[config.mk]
export PLATFORM = sky130hd
export DESIGN_NAME = enigma_stream_decoder_flat
export DESIGN_NICKNAME = d
export VERILOG_FILES = /design/src/rtl/enigma_stream_if.sv /design/src/rtl/enigma_stream_decoder.sv /design/src/flat_wrapper.sv
export SDC_FILE = /design/constraint.sdc
export NUM_CORES = 1
export LEC_CHECK = 0
export ABC_AREA = 1
export BUFFER_PORTS_ARGS = -buffer_cell sky130_fd_sc_hd__buf_2
export CAP_MARGIN = 40
export CORE_UTILIZATION = 45
export DETAILED_ROUTE_END_ITERATION = 6
export PLACE_DENSITY = 0.75
export SLEW_MARGIN = 20
export SYNTH_ARGS = -nofsm -noshare
export SYNTH_HDL_FRONTEND = slang
export SYNTH_SLANG_ARGS = --single-unit
export TNS_END_PERCENT = 50
[constraint.sdc]
create_clock -name i_clk -period 6.7 [get_ports i_clk]
set_clock_uncertainty 0.2 [all_clocks]
set_input_delay 1.34 -clock i_clk [delete_from_list [all_inputs] [get_ports i_clk]]
set_output_delay 1.34 -clock i_clk [all_outputs]
set_load 0.02 [all_outputs]
[src/rtl/enigma_stream_if.sv]
// Valid/ready byte stream bundle for the enigma decoder: input side and output side.
// The master modport is the environment, the slave modport is the decoder.
interface enigma_stream_if;
  logic       in_valid;
  logic       in_ready;
  logic [7:0] in_data;
  logic       in_last;
  logic       out_valid;
  logic       out_ready;
  logic [7:0] out_data;
  logic       out_last;

  modport master (
    output in_valid, in_data, in_last, out_ready,
    input  in_ready, out_valid, out_data, out_last
  );

  modport slave (
    input  in_valid, in_data, in_last, out_ready,
    output in_ready, out_valid, out_data, out_last
  );
endinterface

[src/rtl/enigma_stream_decoder.sv]
// Streaming enigma decoder: steps a 2-bit setting through a loaded key schedule, one
// step per letter, through a single registered output stage on valid/ready.
module enigma_stream_decoder #(
  parameter int unsigned KEY_LEN = 4,
  parameter int unsigned CNT_W   = 16
) (
  input  logic                 i_clk,
  input  logic                 i_rst_n,
  input  logic                 i_key_load,
  input  logic [2*KEY_LEN-1:0] i_key,
  enigma_stream_if.slave       io_stream,
  output logic                 o_key_valid,
  output logic [CNT_W-1:0]     o_char_cnt
);
  localparam int unsigned IDX_W = (KEY_LEN > 1) ? $clog2(KEY_LEN) : 1;

  localparam logic [1:0] ST_IDLE = 2'd0;
  localparam logic [1:0] ST_RUN  = 2'd1;
  localparam logic [1:0] ST_HOLD = 2'd2;

  // Reflector per setting: character n is the partner of letter 'A'+n (all involutions).
  localparam logic [26*8-1:0] TBL_S0 = "OCBEDGFIHKJYNMAQPSRUTWVZLX";
  localparam logic [26*8-1:0] TBL_S1 = "BADCSGFIHLWJNMPORQEUTXKVZY";
  localparam logic [26*8-1:0] TBL_S2 = "BAHLFEOCJIMDKPGNRQTSVUXWZY";
  localparam logic [26*8-1:0] TBL_S3 = "BADCFEIRGKJQNMPOLHTSVUXWZY";

  function automatic logic [7:0] f_core(input logic [7:0] ch, input logic [1:0] setting);
    logic [26*8-1:0] tbl;
    logic [7:0]      pos;
    case (setting)
      2'd0:    tbl = TBL_S0;
      2'd1:    tbl = TBL_S1;
      2'd2:    tbl = TBL_S2;
      default: tbl = TBL_S3;
    endcase
    pos = ch - 8'h41;
    if (pos > 8'd25) return ch;
    return tbl[8*(25 - int'(pos)) +: 8];
  endfunction

  logic [1:0]         r_state;
  logic [2*KEY_LEN-1:0] r_key;
  logic [IDX_W-1:0]   r_idx;
  logic [CNT_W-1:0]   r_cnt;
  logic               r_out_valid;
  logic [7:0]         r_out_data;
  logic               r_out_last;

  logic               w_key_valid;
  logic               w_in_ready;
  logic               w_accept;
  logic               w_is_letter;
  logic [1:0]         w_setting;
  logic [IDX_W-1:0]   w_idx_next;
  logic [7:0]         w_mapped;
  logic [1:0]         w_state_next;

  always_comb begin
    w_key_valid  = (r_state != ST_IDLE);
    w_in_ready   = i_rst_n & w_key_valid & ~i_key_load & (~r_out_valid | io_stream.out_ready);
    w_accept     = io_stream.in_valid & w_in_ready;
    w_is_letter  = (io_stream.in_data >= 8'h41) && (io_stream.in_data <= 8'h5A);
    // Slot 0 sits in the top bits of the key word.
    w_setting    = r_key[2*KEY_LEN-1 - 2*r_idx -: 2];
    w_idx_next   = (r_idx == IDX_W'(KEY_LEN - 1)) ? '0 : r_idx + 1'b1;
    w_mapped     = w_is_letter ? f_core(io_stream.in_data, w_setting) : io_stream.in_data;
    w_state_next = ((w_accept | r_out_valid) & ~io_stream.out_ready) ? ST_HOLD : ST_RUN;
  end

  always_ff @(posedge i_clk) begin
    if (!i_rst_n) begin
      r_state     <= ST_IDLE;
      r_key       <= '0;
      r_idx       <= '0;
      r_cnt       <= '0;
      r_out_valid <= 1'b0;
      r_out_data  <= 8'h00;
      r_out_last  <= 1'b0;
    end else if (i_key_load) begin
      r_state     <= ST_RUN;
      r_key       <= i_key;
      r_idx       <= '0;
      r_cnt       <= '0;
      r_out_valid <= 1'b0;
    end else if (r_state != ST_IDLE) begin
      r_state <= w_state_next;
      if (w_accept) begin
        r_out_valid <= 1'b1;
        r_out_data  <= w_mapped;
        r_out_last  <= io_stream.in_last;
        if (w_is_letter) r_cnt <= r_cnt + 1'b1;
        if (io_stream.in_last)  r_idx <= '0;
        else if (w_is_letter)   r_idx <= w_idx_next;
      end else if (io_stream.out_ready) begin
        r_out_valid <= 1'b0;
      end
    end
  end

  assign io_stream.in_ready  = w_in_ready;
  assign io_stream.out_valid = r_out_valid;
  assign io_stream.out_data  = r_out_data;
  assign io_stream.out_last  = r_out_last;
  assign o_key_valid         = w_key_valid;
  assign o_char_cnt          = r_cnt;
endmodule

[src/flat_wrapper.sv]
// flat-port wrapper written by rule: the top's interface ports become plain ports
module enigma_stream_decoder_flat 
#(
  parameter int unsigned KEY_LEN = 4,
  parameter int unsigned CNT_W   = 16
)
  (i_clk, i_rst_n, i_key_load, i_key, o_key_valid, o_char_cnt, io_stream_in_valid, io_stream_in_data, io_stream_in_last, io_stream_out_ready, io_stream_in_ready, io_stream_out_valid, io_stream_out_data, io_stream_out_last);
  enigma_stream_if io_stream_i ();
  input  logic i_clk;
  input  logic i_rst_n;
  input  logic i_key_load;
  input  logic [2*KEY_LEN-1:0] i_key;
  output logic o_key_valid;
  output logic [CNT_W-1:0] o_char_cnt;
  input wire logic [$bits(io_stream_i.in_valid)-1:0] io_stream_in_valid;
  input wire logic [$bits(io_stream_i.in_data)-1:0] io_stream_in_data;
  input wire logic [$bits(io_stream_i.in_last)-1:0] io_stream_in_last;
  input wire logic [$bits(io_stream_i.out_ready)-1:0] io_stream_out_ready;
  output wire logic [$bits(io_stream_i.in_ready)-1:0] io_stream_in_ready;
  output wire logic [$bits(io_stream_i.out_valid)-1:0] io_stream_out_valid;
  output wire logic [$bits(io_stream_i.out_data)-1:0] io_stream_out_data;
  output wire logic [$bits(io_stream_i.out_last)-1:0] io_stream_out_last;
  assign io_stream_i.in_valid = io_stream_in_valid;
  assign io_stream_i.in_data = io_stream_in_data;
  assign io_stream_i.in_last = io_stream_in_last;
  assign io_stream_i.out_ready = io_stream_out_ready;
  assign io_stream_in_ready = io_stream_i.in_ready;
  assign io_stream_out_valid = io_stream_i.out_valid;
  assign io_stream_out_data = io_stream_i.out_data;
  assign io_stream_out_last = io_stream_i.out_last;
  enigma_stream_decoder #(.KEY_LEN(KEY_LEN), .CNT_W(CNT_W)) u_core (.i_clk(i_clk), .i_rst_n(i_rst_n), .i_key_load(i_key_load), .i_key(i_key), .io_stream(io_stream_i), .o_key_valid(o_key_valid), .o_char_cnt(o_char_cnt));
endmodule
* Yosys cells after proc, flatten, opt, wreduce, memory -nomap -nowiden *
Cells that the tools add are included.

storage, ports and cells
  register bits after elaboration = 38
  input port bits = 22
  word-level logic and storage cells = 56

cells by class
  $add $sub $neg = 5
  $lt $le $gt $ge = 3
  equal/unequal tests = 3
  shift-type cells = 2
  mux-type cells = 13
  bitwise logic cells = 11
  reduce and logical (&&, ||, !) cells = 11

operators with widths
  operator                                              count
  case mux 204 bit (3 select lines)                     1
  indexed part select 208 x 32 -> 8 bit                 1
  indexed part select 9 x 33 -> 2 bit                   1
  two-way mux 8 bit                                     3
  adder 16 x 1 -> 16 bit (second input constant)        1
  AND reduction 3 bit                                   3
  subtractor 5 x 8 -> 9 bit (first input constant)      1
  >= comparator 8 x 7 -> 1 bit (second input constant)  1
  > comparator 8 x 5 -> 1 bit (second input constant)   1
  <= comparator 8 x 7 -> 1 bit (second input constant)  1
  two-way mux 2 bit                                     4
  nonzero test 2 bit                                    4
  subtractor 8 x 7 -> 8 bit (second input constant)     1
  bitwise AND 1 bit                                     5
  two-way mux 1 bit                                     5
  equality test 2 bit (second input constant)           2
  NOT 1 bit                                             4
  subtractor 3 x 3 -> 4 bit (first input constant)      1
  adder 2 x 1 -> 2 bit (second input constant)          1
  equality test 2 x 1 -> 1 bit (second input constant)  1
  logical NOT 2 bit                                     1
  bitwise OR 1 bit                                      2
  AND reduction 2 bit                                   1
  OR reduction 2 bit                                    1
  logical AND 1 bit                                     1

* Logic depth before layout (Yosys ltp) *
  word-level depth = 10
  mapped depth = 25
  gate-level depth less buffers = 21

* Worst setup path before layout *
OpenSTA, ideal clock, no wires.

  path type = in2reg
  start = input io_stream_in_data[0]
  end = register u_core.r_out_data[0] (netlist: u_core.io_stream.out_data[0])
  setup time = 0.119 ns
  data arrival time = 3.658 ns
  data required time = 6.381 ns
  path slack = 2.722 ns
  stages on the path = 25
  buffers on the path = 4
  cell sequence = buf_6 -> inv_4 -> buf_6 -> clkbuf_1 -> ha_1 -> inv_1 -> nor2_1 -> nand3_1 -> nand2_1 -> nand2_1 -> inv_1 -> nand2_8 -> nand2_4 -> buf_6 -> inv_4 -> nand2_1 -> nand2_1 -> nand2_1 -> nand2_1 -> nand3_1 -> nand2_1 -> nand2_1 -> nand2_1 -> nand2_1 -> a21oi_1

between the ends
  longest elaborated chain between the ends = 5
  elaborated cells on any way between the ends = 11
  classes of those cells = 2 x add/sub; 3 x order compare; 1 x shift; 4 x mux; 1 x reduce/logical

RTL lines
  what                                                                        line                                                      text
  from (decl)                                                                 flat_wrapper.sv:16                                        input wire logic [$bits(io_stream_i.in_data)-1:0] io_stream_in_data;
  subtractor 8 x 7 -> 8 bit                                                   enigma_stream_decoder.sv:36                               pos = ch - 8'h41;
  subtractor 5 x 8 -> 9 bit or > comparator 8 x 5 -> 1 bit (tied branches)    enigma_stream_decoder.sv:38, enigma_stream_decoder.sv:37
  indexed part select 208 x 32 -> 8 bit or two-way mux 1 bit (tied branches)  enigma_stream_decoder.sv:38, enigma_stream_decoder.sv:37
  two-way mux 8 bit                                                           enigma_stream_decoder.sv:38                               return tbl[8*(25 - int'(pos)) +: 8];
  two-way mux 8 bit *                                                         enigma_stream_decoder.sv:66                               w_mapped = w_is_letter ? f_core(io_stream.in_data, w_setting) : io_stream.in_data;
  to (signal assigned)                                                        enigma_stream_decoder.sv:89                               r_out_data <= w_mapped;
  to (decl)                                                                   enigma_stream_decoder.sv:46                               logic [7:0] r_out_data;

Mark *: on every way between the ends. The rest lies on a longest branch, timed or not. The select of a mux whose other input is x is not followed.
A chain may end at the register's enable or synchronous reset.

* Worst setup path in the final report *
  start = input io_stream_in_data[0]
  end = register u_core.r_out_data[3] (netlist: u_core.io_stream.out_data[3])

Same word-level chain as after synthesis.

==> impl_results.md <==
- Hold path startpoint: u_core.o_char_cnt[15]
- Synth cell count leaders: nand2_1, inv_1, nand3_1
- Vias/cell: 5.56
- Critical Path Source: io_stream_in_data[0]
- Global-route wire length before repair: 14300 um
- RSZ-0062 raised after global routing: false
- Global Route Usage Sum: 0.241
- CTS Sinks: 38
- Endpoints failing hold: 0
- Slew Viols, Final: 0
- Worst EP arrival: 4.69 ns
- R2r startpoint: u_core.r_idx[0]
- Fillers: 696
- Num rows: 30
- Area Growth Syn to Fin: 12.6%
- Die H: 85.4 um
- Max Cap Violations: 0
- DRT antenna net count: 0
- Sequential area share after synthesis: 0.243
- CP startpoint kind: primary input
- DP HPWL: 6600 um
- Die width: 85.4 um
- WS Path Type: primary input to flop
- Reg2reg end: u_core.io_stream.out_data[3]
- Yosys cell types: 44
- Vias in the first global route: 3223
- Worst Path Required: 6.73 ns
- Post-CTS Hold Fix Bufs: 0
- H-tree depth: 2
- Fin cells: 615
- Top-Level Pins: 50
- NumNets Final: 569
- WL per Instance: 14.0 um
- CORE AREA: 0.00676 mm^2
- RePlAce Congestion: 0.965
- Die area: 0.00729 mm^2
- Cell depth of the worst flop-to-flop path: 16
- Crit end category: flop
- Clock Tree Root: clkbuf_8
- CTS tree: done
- Total wire length: 8640 um
- Post-synth top flop: dfxtp_1
- N_diodes: 0
- Pre-antenna DRT Iters: 6
- Post-CTS Resized: 0
- FMAX: 0.214 GHz
- Share of the synthesized area in the top cell type: 0.243
- TritonCTS Buffers: 5
- 1st-iter DRT viols: 357
- Initial core utilization: 0.463
- # DRC: 0
- Post-synth EDFFs: 0
- Synth Net Count: 529
- Synth top area cells: dfxtp_1, nand2_1, nand3_1
- Slew HR: 0.484
- IR drop worst, VDD: 0.000141 V
- Syn_area_per_cell: 6.33 um^2
- Max Root-Sink Buffers: 2
- Fin crit share: 0.696
- TNS Setup: 0 ns
- Overflow after GRT: 0
- Setup Fix Bufs, Post-CTS: 0
- CTS clk-pin slew, worst paths: 0.08 ns
- Final setup fails: 0
- Via count: 3420
- #FFs+latches synth: 38
- Worst-Skew Late Latency: 0.29 ns
- Yosys warns: 0
- Post-Place Cells: 607
- Pin count of the biggest net entering global routing: 25
- Measured slew at the worst slew-check pin: 0.774 ns
- Most frequent cell after synthesis: nand2_1
- Static leakage: 0.00169 uW
- Initial antenna violation count: 0
- Share of post-route cells with drive strength above 1: 0.178
- Power per cell area: 189 mW/mm^2
- Max FO, Critical Path: 24
- Status: complete, no violations
- Fin crit period: 4.66 ns
- CP Capture Point: u_core.io_stream.out_data[3]
- Area leader, netlist: dfxtp_1
- Post-synth ARST share: 0
- Mapped Area: 0.00313 mm^2
- FF-to-FF setup slack: 3.78 ns
- Min-Delay Path Class: flop to flop
- Synth Instances: 494
- Port Buf Inserts: 49
-- layout make-up --
cell class | instances | area, um^2 | area share
Clock buffer | 5 | 68.8 | 0.0195
Clock inverter | 3 | 68.8 | 0.0195
Inverter | 63 | 246 | 0.0700
Multi-Input combinational cell | 377 | 2030 | 0.577
Sequential cell | 38 | 761 | 0.216
Tap cell | 80 | 100 | 0.0284
Timing Repair Buffer | 49 | 245 | 0.0696
-- per-stage QoR --
step	setup slack, ns	hold slack [ns]	util	power, uW	cell area [um^2]
floorplan	2.72	0.255	-	386	3130
global placement	1.81	0.251	0.501	436	3390
detailed placement	1.81	0.262	0.501	431	3390
CTS	2.14	0.277	0.521	665	3520
global route	1.83	0.304	0.521	701	3520
finish	2.04	0.277	0.521	666	3520
-- worst min-delay path by stage --
stage / end / slack [ns] / cells past startpoint
CTS: u_core.o_char_cnt[15] / 0.28 / 2
global placement: u_core.o_char_cnt[15] / 0.25 / 2
finish: u_core.o_char_cnt[15] / 0.28 / 2
floorplan: u_core.r_idx[1] / 0.26 / 2
global route: u_core.o_char_cnt[15] / 0.30 / 2
detailed placement: u_core.o_char_cnt[15] / 0.26 / 2
-- layer usage --
metal | global-route usage | part of all wire | vias up
li1 | - | - | 1710
met5 | 0 | 0 | -
met4 | 0.0894 | 0.018 | 0
met1 | 0.303 | 0.43 | 1560
met3 | 0.0370 | 0.064 | 16
met2 | 0.416 | 0.49 | 134
-- cells in the final DEF, fill, tap and decap left out, types with 4 or more instances in the layout --
| master | instances |
|---|---|
| nand3_1 | 45 |
| inv_1 | 54 |
| nor3_1 | 4 |
| nand2_4 | 4 |
| ha_1 | 13 |
| nor2_4 | 5 |
| buf_2 | 49 |
| dfxtp_1 | 38 |
| a21oi_1 | 44 |
| clkbuf_8 | 5 |
| nand2_1 | 131 |
| nand4_1 | 8 |
| nor2_1 | 42 |
| inv_4 | 4 |
| o21ai_0 | 33 |
| o21ai_1 | 8 |
-- registers in the layout (all words and copies together) (netlist names) --
register                    count
u_core.r_state                  2
u_core.o_char_cnt              16
u_core.io_stream.out_data       8
u_core.io_stream.out_valid      1
u_core.r_key                    8
u_core.io_stream.out_last       1
u_core.r_idx                    2
-- worst max-delay path, stage by stage --
cell and delay (ns):
buf_2 0.36, inv_4 0.20, ha_1 0.84, clkinv_1 0.66
nor2_1 0.46, inv_1 0.14, o31ai_1 0.25, nor2_1 0.07
nand2_1 0.06, nand2_1 0.05, nand2_1 0.06, nand3_1 0.07
a21oi_1 0.12
-- power by group --
| group | internal, uW | switching [uW] | leakage [uW] |
|---|---|---|---|
| combinational | 60.3 | 138 | 0.00131 |
| clock | 149 | 84.6 | 0.0000683 |
| sequential | 231 | 2.72 | 0.000309 |
-- cell families (layout without fill, tap and decap cells) --
family / Yosys count / after routing / synth area share
adders and majority gates: 13 / 13 / 0.0520
AOI/OAI and AO/OA: 104 / 104 / 0.187
and+or+nand+nor: 260 / 260 / 0.411
buffers and inverters: 79 / 120 / 0.107
DFF: 38 / 38 / 0.243
(Power assumes the default switching activity.)
